[src/rtl/eq2_bist_pkg.sv]
// Shared definitions for the eq2 built-in self-test sequencer:
// the FSM state encoding and the default parameter values.
package eq2_bist_defs;

   typedef enum logic [1:0] {
      ST_IDLE   = 2'd0,
      ST_SETTLE = 2'd1,
      ST_CHECK  = 2'd2,
      ST_DONE   = 2'd3
   } state_t;

   localparam int DEFAULT_WIDTH  = 2;
   localparam int DEFAULT_SETTLE = 1;

endpackage

[src/rtl/eq2_bist_vecgen.sv]
// Vector index generator: holds idx, splits it into the a/b operands
// (a is the upper half) and flags the final all-ones vector.
module eq2_bist_vecgen #(
   parameter int WIDTH = 2
) (
   input  logic             clk,
   input  logic             reset,
   input  logic             clr_i,
   input  logic             inc_i,
   output logic [WIDTH-1:0] a_o,
   output logic [WIDTH-1:0] b_o,
   output logic             last_o
);

   localparam int IW = 2 * WIDTH;

   logic [IW-1:0] idx_q;
   logic [IW-1:0] idx_d;

   always_comb begin
      idx_d = idx_q;
      if (clr_i) begin
         idx_d = '0;
      end else if (inc_i) begin
         idx_d = idx_q + IW'(1);
      end
   end

   always_ff @(posedge clk or posedge reset) begin
      if (reset) begin
         idx_q <= '0;
      end else begin
         idx_q <= idx_d;
      end
   end

   assign a_o    = idx_q[IW-1:WIDTH];
   assign b_o    = idx_q[WIDTH-1:0];
   assign last_o = &idx_q;

endmodule

[src/rtl/eq2_bist.sv]
// BIST sequencer for the eq2 comparator: sweeps every operand pair, holds
// each for SETTLE cycles, then checks aeqb against an inline equality.
module eq2_bist
   import eq2_bist_defs::*;
#(
   parameter int WIDTH  = DEFAULT_WIDTH,
   parameter int SETTLE = DEFAULT_SETTLE
) (
   input  logic               clk,
   input  logic               reset,
   input  logic               start,
   output logic [WIDTH-1:0]   a_out,
   output logic [WIDTH-1:0]   b_out,
   input  logic               aeqb_in,
   output logic               busy,
   output logic               done,
   output logic               pass,
   output logic [2*WIDTH:0]   err_count,
   output logic               fail_valid,
   output logic [WIDTH-1:0]   first_fail_a,
   output logic [WIDTH-1:0]   first_fail_b
);

   localparam int CNT_W = (SETTLE > 1) ? $clog2(SETTLE) : 1;
   localparam int ERR_W = 2 * WIDTH + 1;

   state_t             state_q, state_d;
   logic [CNT_W-1:0]   settle_q, settle_d;
   logic [ERR_W-1:0]   err_q, err_d;
   logic               pass_q, pass_d;
   logic               fv_q, fv_d;
   logic [WIDTH-1:0]   ffa_q, ffa_d;
   logic [WIDTH-1:0]   ffb_q, ffb_d;
   logic               vec_clr;
   logic               vec_inc;
   logic               vec_last;
   logic               mismatch;

   eq2_bist_vecgen #(
      .WIDTH (WIDTH)
   ) u_vecgen (
      .clk    (clk),
      .reset  (reset),
      .clr_i  (vec_clr),
      .inc_i  (vec_inc),
      .a_o    (a_out),
      .b_o    (b_out),
      .last_o (vec_last)
   );

   // Reference result is the plain operand equality, independent of any eq2.
   assign mismatch = (aeqb_in != (a_out == b_out));

   always_comb begin
      state_d  = state_q;
      settle_d = settle_q;
      err_d    = err_q;
      pass_d   = pass_q;
      fv_d     = fv_q;
      ffa_d    = ffa_q;
      ffb_d    = ffb_q;
      vec_clr  = 1'b0;
      vec_inc  = 1'b0;
      case (state_q)
         ST_IDLE: begin
            if (start) begin
               vec_clr  = 1'b1;
               settle_d = '0;
               err_d    = '0;
               pass_d   = 1'b0;
               fv_d     = 1'b0;
               ffa_d    = '0;
               ffb_d    = '0;
               state_d  = ST_SETTLE;
            end
         end
         ST_SETTLE: begin
            settle_d = settle_q + CNT_W'(1);
            if (settle_q == CNT_W'(SETTLE - 1)) begin
               state_d = ST_CHECK;
            end
         end
         ST_CHECK: begin
            if (mismatch) begin
               err_d = err_q + ERR_W'(1);
               if (!fv_q) begin
                  fv_d  = 1'b1;
                  ffa_d = a_out;
                  ffb_d = b_out;
               end
            end
            if (vec_last) begin
               state_d = ST_DONE;
            end else begin
               vec_inc  = 1'b1;
               settle_d = '0;
               state_d  = ST_SETTLE;
            end
         end
         ST_DONE: begin
            pass_d  = (err_q == '0);
            state_d = ST_IDLE;
         end
         default: state_d = ST_IDLE;
      endcase
   end

   always_ff @(posedge clk or posedge reset) begin
      if (reset) begin
         state_q  <= ST_IDLE;
         settle_q <= '0;
         err_q    <= '0;
         pass_q   <= 1'b0;
         fv_q     <= 1'b0;
         ffa_q    <= '0;
         ffb_q    <= '0;
      end else begin
         state_q  <= state_d;
         settle_q <= settle_d;
         err_q    <= err_d;
         pass_q   <= pass_d;
         fv_q     <= fv_d;
         ffa_q    <= ffa_d;
         ffb_q    <= ffb_d;
      end
   end

   assign busy         = (state_q == ST_SETTLE) || (state_q == ST_CHECK);
   assign done         = (state_q == ST_DONE);
   assign pass         = pass_q;
   assign err_count    = err_q;
   assign fail_valid   = fv_q;
   assign first_fail_a = ffa_q;
   assign first_fail_b = ffb_q;

endmodule

[config.mk]
export PLATFORM = sky130hd
export DESIGN_NAME = eq2_bist
export DESIGN_NICKNAME = d
export VERILOG_FILES = /design/src/rtl/eq2_bist_pkg.sv /design/src/rtl/eq2_bist_vecgen.sv /design/src/rtl/eq2_bist.sv
export SDC_FILE = /design/constraint.sdc
export NUM_CORES = 1
export LEC_CHECK = 0
export ABC_AREA = 1
export CAP_MARGIN = 20
export CORE_UTILIZATION = 50
export CTS_BUF_LIST = sky130_fd_sc_hd__clkbuf_4
export CTS_CLUSTER_DIAMETER = 100
export DETAILED_ROUTE_END_ITERATION = 12
export PLACE_DENSITY = 0.75
export SLEW_MARGIN = 20
export SYNTH_ARGS = -nofsm -noshare
export SYNTH_HDL_FRONTEND = slang
export SYNTH_SLANG_ARGS = --single-unit
[constraint.sdc]
create_clock -name clk -period 2.7 [get_ports clk]
set_input_delay 0.27 -clock clk [delete_from_list [all_inputs] [get_ports clk]]
set_output_delay 0.27 -clock clk [all_outputs]
set_load 0.02 [all_outputs]
# ---- After elaboration in Yosys (flattened, before gate mapping)
# Index checks and enable logic that the tools add are counted.
dict set report totals {
  register_bits 18
  inputBits 4
}
dict set report op_classes {
  addsub 3
  n_eq_ne 10
  muxes 26
  reduce_logical 13
}
# op n
set ops {}
lappend ops {{$mux 2} 8}
lappend ops {{$mux 5} 2}
lappend ops {{$ne 2x2->1 const B} 5}
lappend ops {{$pmux 5 s2} 1}
lappend ops {{$mux 4} 2}
lappend ops {{$pmux 2 s2} 2}
lappend ops {{$pmux 2 s4} 1}
lappend ops {{$reduce_and 4->1} 2}
lappend ops {{$mux 1} 7}
lappend ops {{$reduce_and 3->1} 2}
lappend ops {{$reduce_bool 2->1} 3}
lappend ops {{$add 5x1->5 const B} 1}
lappend ops {{$logic_not 5->1} 1}
lappend ops {{$add 4x1->4 const B} 1}
lappend ops {{$eq 2x2->1 const B} 2}
lappend ops {{$pmux 1 s2} 2}
lappend ops {{$reduce_and 2->1} 2}
lappend ops {{$pmux 1 s3} 1}
lappend ops {{$reduce_bool 3->1} 1}
lappend ops {{$eq 2x1->1 const B} 1}
lappend ops {{$eq 2x2->1} 1}
lappend ops {{$logic_not 2->1} 1}
lappend ops {{$add 1x1->1 const B} 1}
lappend ops {{$logic_or 1x1->1} 1}
lappend ops {{$ne 1x1->1} 1}

# ---- Longest topological paths before layout
dict set report logic_depth {
  depth_word 5
  depth_mapped 10
}

# ---- By module
# From an unflattened synthesis, not the netlist that was laid out.
dict set report hier_totals {
  cells_unflattened 144
  hier_area_um2 1138.6
}
# module instances cells_each area_per_inst_um2 seq_area_each_um2
set modules_own_cells {}
lappend modules_own_cells {eq2_bist 1 117 923.4 350.3}
lappend modules_own_cells {eq2_bist_vecgen 1 27 215.2 100.1}

# ---- Worst setup path after synthesis
# Ideal clock, no wire load.
dict set report synth_timing {
  path_type {flip-flop to flip-flop}
  startpoint {register state_q[1]}
  endpoint {register err_q[2] (netlist: err_count[2])}
  t_arrival_ps 1259
  t_required_ps 2582
  slack_ps 1323
  path_stages_with_launch 10
  n_path_buf 0
  cell_sequence {dfrtp_1 inv_1 ha_1 inv_2 nor2_1 inv_2 nand3_4 clkinv_4 nand2_1 nand2_1}
}
dict set report synth_between {
  elab_chain_cells 3
  word_cells_on_any_way 7
  classes_between {eq/ne (3); mux (1); reduce/logical (3)}
}
# element line_no
set synth_lines {}
lappend synth_lines {{start: declaration} eq2_bist.sv:27} ;# state_t state_q, state_d;
lappend synth_lines {{start signal: assignment} eq2_bist.sv:118} ;# state_q <= state_d;
lappend synth_lines {{$eq 2x2->1 / $logic_not 2->1 (equally long branches)} eq2_bist.sv:64} ;# case (state_q)
lappend synth_lines {{$ne 2x2->1 (no source line) / $reduce_bool 2->1 (equally long branches)} -}
lappend synth_lines {{$reduce_and 3->1 (no source line)} -}
lappend synth_lines {{end signal: assignment} eq2_bist.sv:120} ;# err_q <= err_d;
lappend synth_lines {{end: declaration} eq2_bist.sv:29} ;# logic [ERR_W-1:0] err_q, err_d;
# Several ways; a longest one is shown, not always the timed one.
# A chain may end at the register's enable or synchronous reset.

# ---- Final worst setup path
dict set report layout_timing {
  startpoint {register state_q[0]}
  endpoint {output busy}
}
dict set report layout_between {
  elab_chain_cells 2
  word_cells_on_any_way 3
  classes_between {eq/ne (2); reduce/logical (1)}
}
# element line_no
set layout_lines {}
lappend layout_lines {{$eq 2x1->1 / $eq 2x2->1 (equally long branches)} eq2_bist.sv:128} ;# assign busy = (state_q == ST_SETTLE) || (state_q == ST_CHECK);
lappend layout_lines {{$logic_or 1x1->1 *} eq2_bist.sv:128}
lappend layout_lines {{end: declaration} eq2_bist.sv:15} ;# output logic busy,
# Mark *: on every way between the ends. The rest lies on a longest branch, timed or not.

==> run metrics <==
status finished, final reports clean; final setup violation count 0; Die X-Extent 48.71 um; Root Buffer Master clkbuf_4; Iter 0 DRT Violations 37; WP buf/inv 2; Core ar. 2002 um^2; TritonCTS clock tree done; total CTS buffers 3; Mapped Area 1091 um^2; Clock Skews 0.007846 ns; WP data required 2.43 ns; RSZ-0062 raised after global routing no; I/O pins 21; Port Buf Inserts 20; first-pass iteration count of the detailed router 4; syn_nets 141; clk sinks 18; Post-synth EDFFs 0; CTS H-Tree Depth 1; Compound-Gate Fraction of Synth Area 0.08028; Rel. slew slack 0.5592; via count 901; vias in the first global route 845; Worst Path Max Fanout 5; LEAKAGE 0.6875 nW; pin count of the biggest net entering global routing 19; Die ar. 2373 um^2; Seq cells post-synth 18; worst path cell trace inv_1 -> ha_1 -> clkdlybuf4s50_1; Initial Util 0.5450; cts hold-fix bufs 0; leading post-synthesis cells by cell area dfrtp_1 (41%), nand2_1 (13%), ha_1 (8.0%); CP Launch Point state_q[0]; Worst-Skew Late Latency 0.31 ns; CP Launch Type flip-flop; die height 48.71 um; count of cell types in the netlist 26; clock-pin transition on the worst setup and hold timing paths 0.11 ns; CP max-delay cell clkdlybuf4s50_1; Ant. Diodes 0; Final Hold Viols 0; gpl congestion 0.7969; Final ANT Viol Nets 0; mux contribution to synthesized area 0; post-synthesis adder-cell area fraction 0.08028; maximum achievable frequency 501.6 MHz; layout cells sized above 1 0.1438; Final #Nets 165; area leader, netlist dfrtp_1; syn_area_per_cell 8.393 um^2; DPL Wire Length 1653 um; CP arrival 1.72 ns; Avg WL per Cell 11.69 um; largest family of logic cells by synthesized area simple AND/OR/NAND/NOR gates; Post-Syn Instances 130; pre-CTS WS 1.009 ns; hold crit path type in -> async; worst setup margin 0.7065 ns; worst vdd ir 0.7039 mV; Max Cap Viol 0; Ys Warns 0; Worst R2R Start state_q[0]; synth-to-layout area growth 23.17%; total wire length 2104 um; post-synthesis sequential area ratio 0.4128; Yosys top cell area share 0.4128; crit path time final 1.993 ns; DRC viols 0; first-pass GRT wire length 3822 um; Setup TNS 0 ns; vias per std cell 5.006; Remaining Overflow, GRT 0; Cell Pwr Density 1095 nW/um^2; clk buf depth 2; FP Rows 16; Crit Path Class reg -> out; Final Max Tran Viols 0; CP endpoint kind primary output; asr flop ratio synth 1.000; xor/xnor cell area share of the yosys netlist 0.02408; Total GRT Usage 0.2129; antenna violations before repair 0; ys flop type dfrtp_1; Final Cycle Share 0.7383; Crit path max-delay family buffers and inverters; slowest stage delay, CP 0.61 ns; Worst-Margin Slew 0.6605 ns; simple-gate share of the synthesized area 0.3222; Post-CTS Setup Bufs 0; post-CTS resize count 0
-- final timing paths --
| path | endpoint | slack (ns) | depth (start not counted) |
|---|---|---|---|
| setup / recovery | busy | 0.71 | 3 |
| hold / removal | err_count[4] | 0.34 | 2 |
| min in group clk | first_fail_b[0] | 0.48 | 2 |
| max in group asynchronous | u_vecgen.idx_q[1] | 1.93 | 2 |
| hold reg to reg | first_fail_b[0] | 0.48 | 2 |
| setup reg to reg | first_fail_a[0] | 0.99 | 7 |
-- layout by cell type, fill, tap and decap left out --
master / count
nand2_1: 37
clkdlybuf4s50_1: 20
dfrtp_1: 18
inv_1: 16
nor2_1: 9
ha_1: 7
nand2_2: 6
a21oi_1: 5
inv_2: 3
nand3_4: 3
nand3_1: 3
nand4_1: 3
o21ai_0: 3
clkbuf_4: 3
nand2_4: 2
nand3_2: 2
xor2_1: 2
clkinv_4: 1
o21ai_2: 1
a211oi_1: 1
a21oi_2: 1
xnor2_1: 1
nor3_1: 1
nand3b_1: 1
o41ai_1: 1
a22oi_1: 1
a31oi_1: 1
clkinv_1: 1
-- kinds of logic (layout without fill, tap and decap cells) --
logic type	after synthesis	count (layout)
flip-flops	18	18
XOR/XNOR	3	3
AND/OR/NAND/NOR	67	67
adder cells (fa/ha/maj)	7	7
buffers and inverters	21	44
AO/OA/AOI/OAI	14	14
-- sequential cells by signal, indices dropped and copies added, names as in the netlist --
name,cells
fail_valid,1
first_fail_b,2
first_fail_a,2
u_vecgen.idx_q,4
err_count,5
settle_q,1
pass,1
state_q,2
-- final cells by class --
class | count | area [um^2]
fillers | 178 | 658.1
clock inverters | 1 | 3.754
flip-flops and latches | 18 | 450.4
inverters | 20 | 80.08
clock buffers | 3 | 22.52
repair buffers | 20 | 200.2
well taps | 27 | 33.78
multi-input cells | 91 | 553.0
-- Yosys cell counts (2+ instances only) --
| cell type | n |
|---|---|
| a21oi_1 | 5 |
| dfrtp_1 | 18 |
| ha_1 | 7 |
| inv_1 | 16 |
| inv_2 | 3 |
| nand2_1 | 37 |
| nand2_2 | 6 |
| nand2_4 | 2 |
| nand3_1 | 3 |
| nand3_2 | 2 |
| nand3_4 | 3 |
| nand4_1 | 3 |
| nor2_1 | 9 |
| o21ai_0 | 3 |
| xor2_1 | 2 |
-- power by group --
part           total, mW  switching [mW]  internal, mW
clock              0.144          0.0896        0.0541
sequential         0.440          0.0874         0.353
combinational      0.887           0.536         0.350
-- per-layer routing --
metal | GRT usage | vias up | part of all wire
li1 | - | 458 | -
met1 | 0.2961 | 415 | 0.50
met2 | 0.3194 | 25 | 0.44
met3 | 0.04717 | 3 | 0.043
met4 | 0.08824 | 0 | 0.016
met5 | 0 | - | 0
-- worst reg2reg max path, cell delays in order, from the launching register on --
cell and delay, ns:
dfrtp_1 0.44, inv_1 0.10, ha_1 0.45, nor2_1 0.16
a21oi_2 0.21, nand3_2 0.13, nand2_1 0.08, nand2_1 0.05
-- through the flow --
stage               cells  total power [mW]  hold WS [ns]  instance area [um^2]  utilization
floorplan             130             1.065        0.2086                  1091            -
global placement      176             1.306        0.4594                  1318       0.6581
detailed placement    176             1.333        0.4583                  1318       0.6581
CTS                   180             1.482        0.3679                  1344       0.6713
global route          180             1.592        0.4177                  1344       0.6713
finish                180             1.471        0.3423                  1344       0.6713
Power figures use the tool's default switching activity.
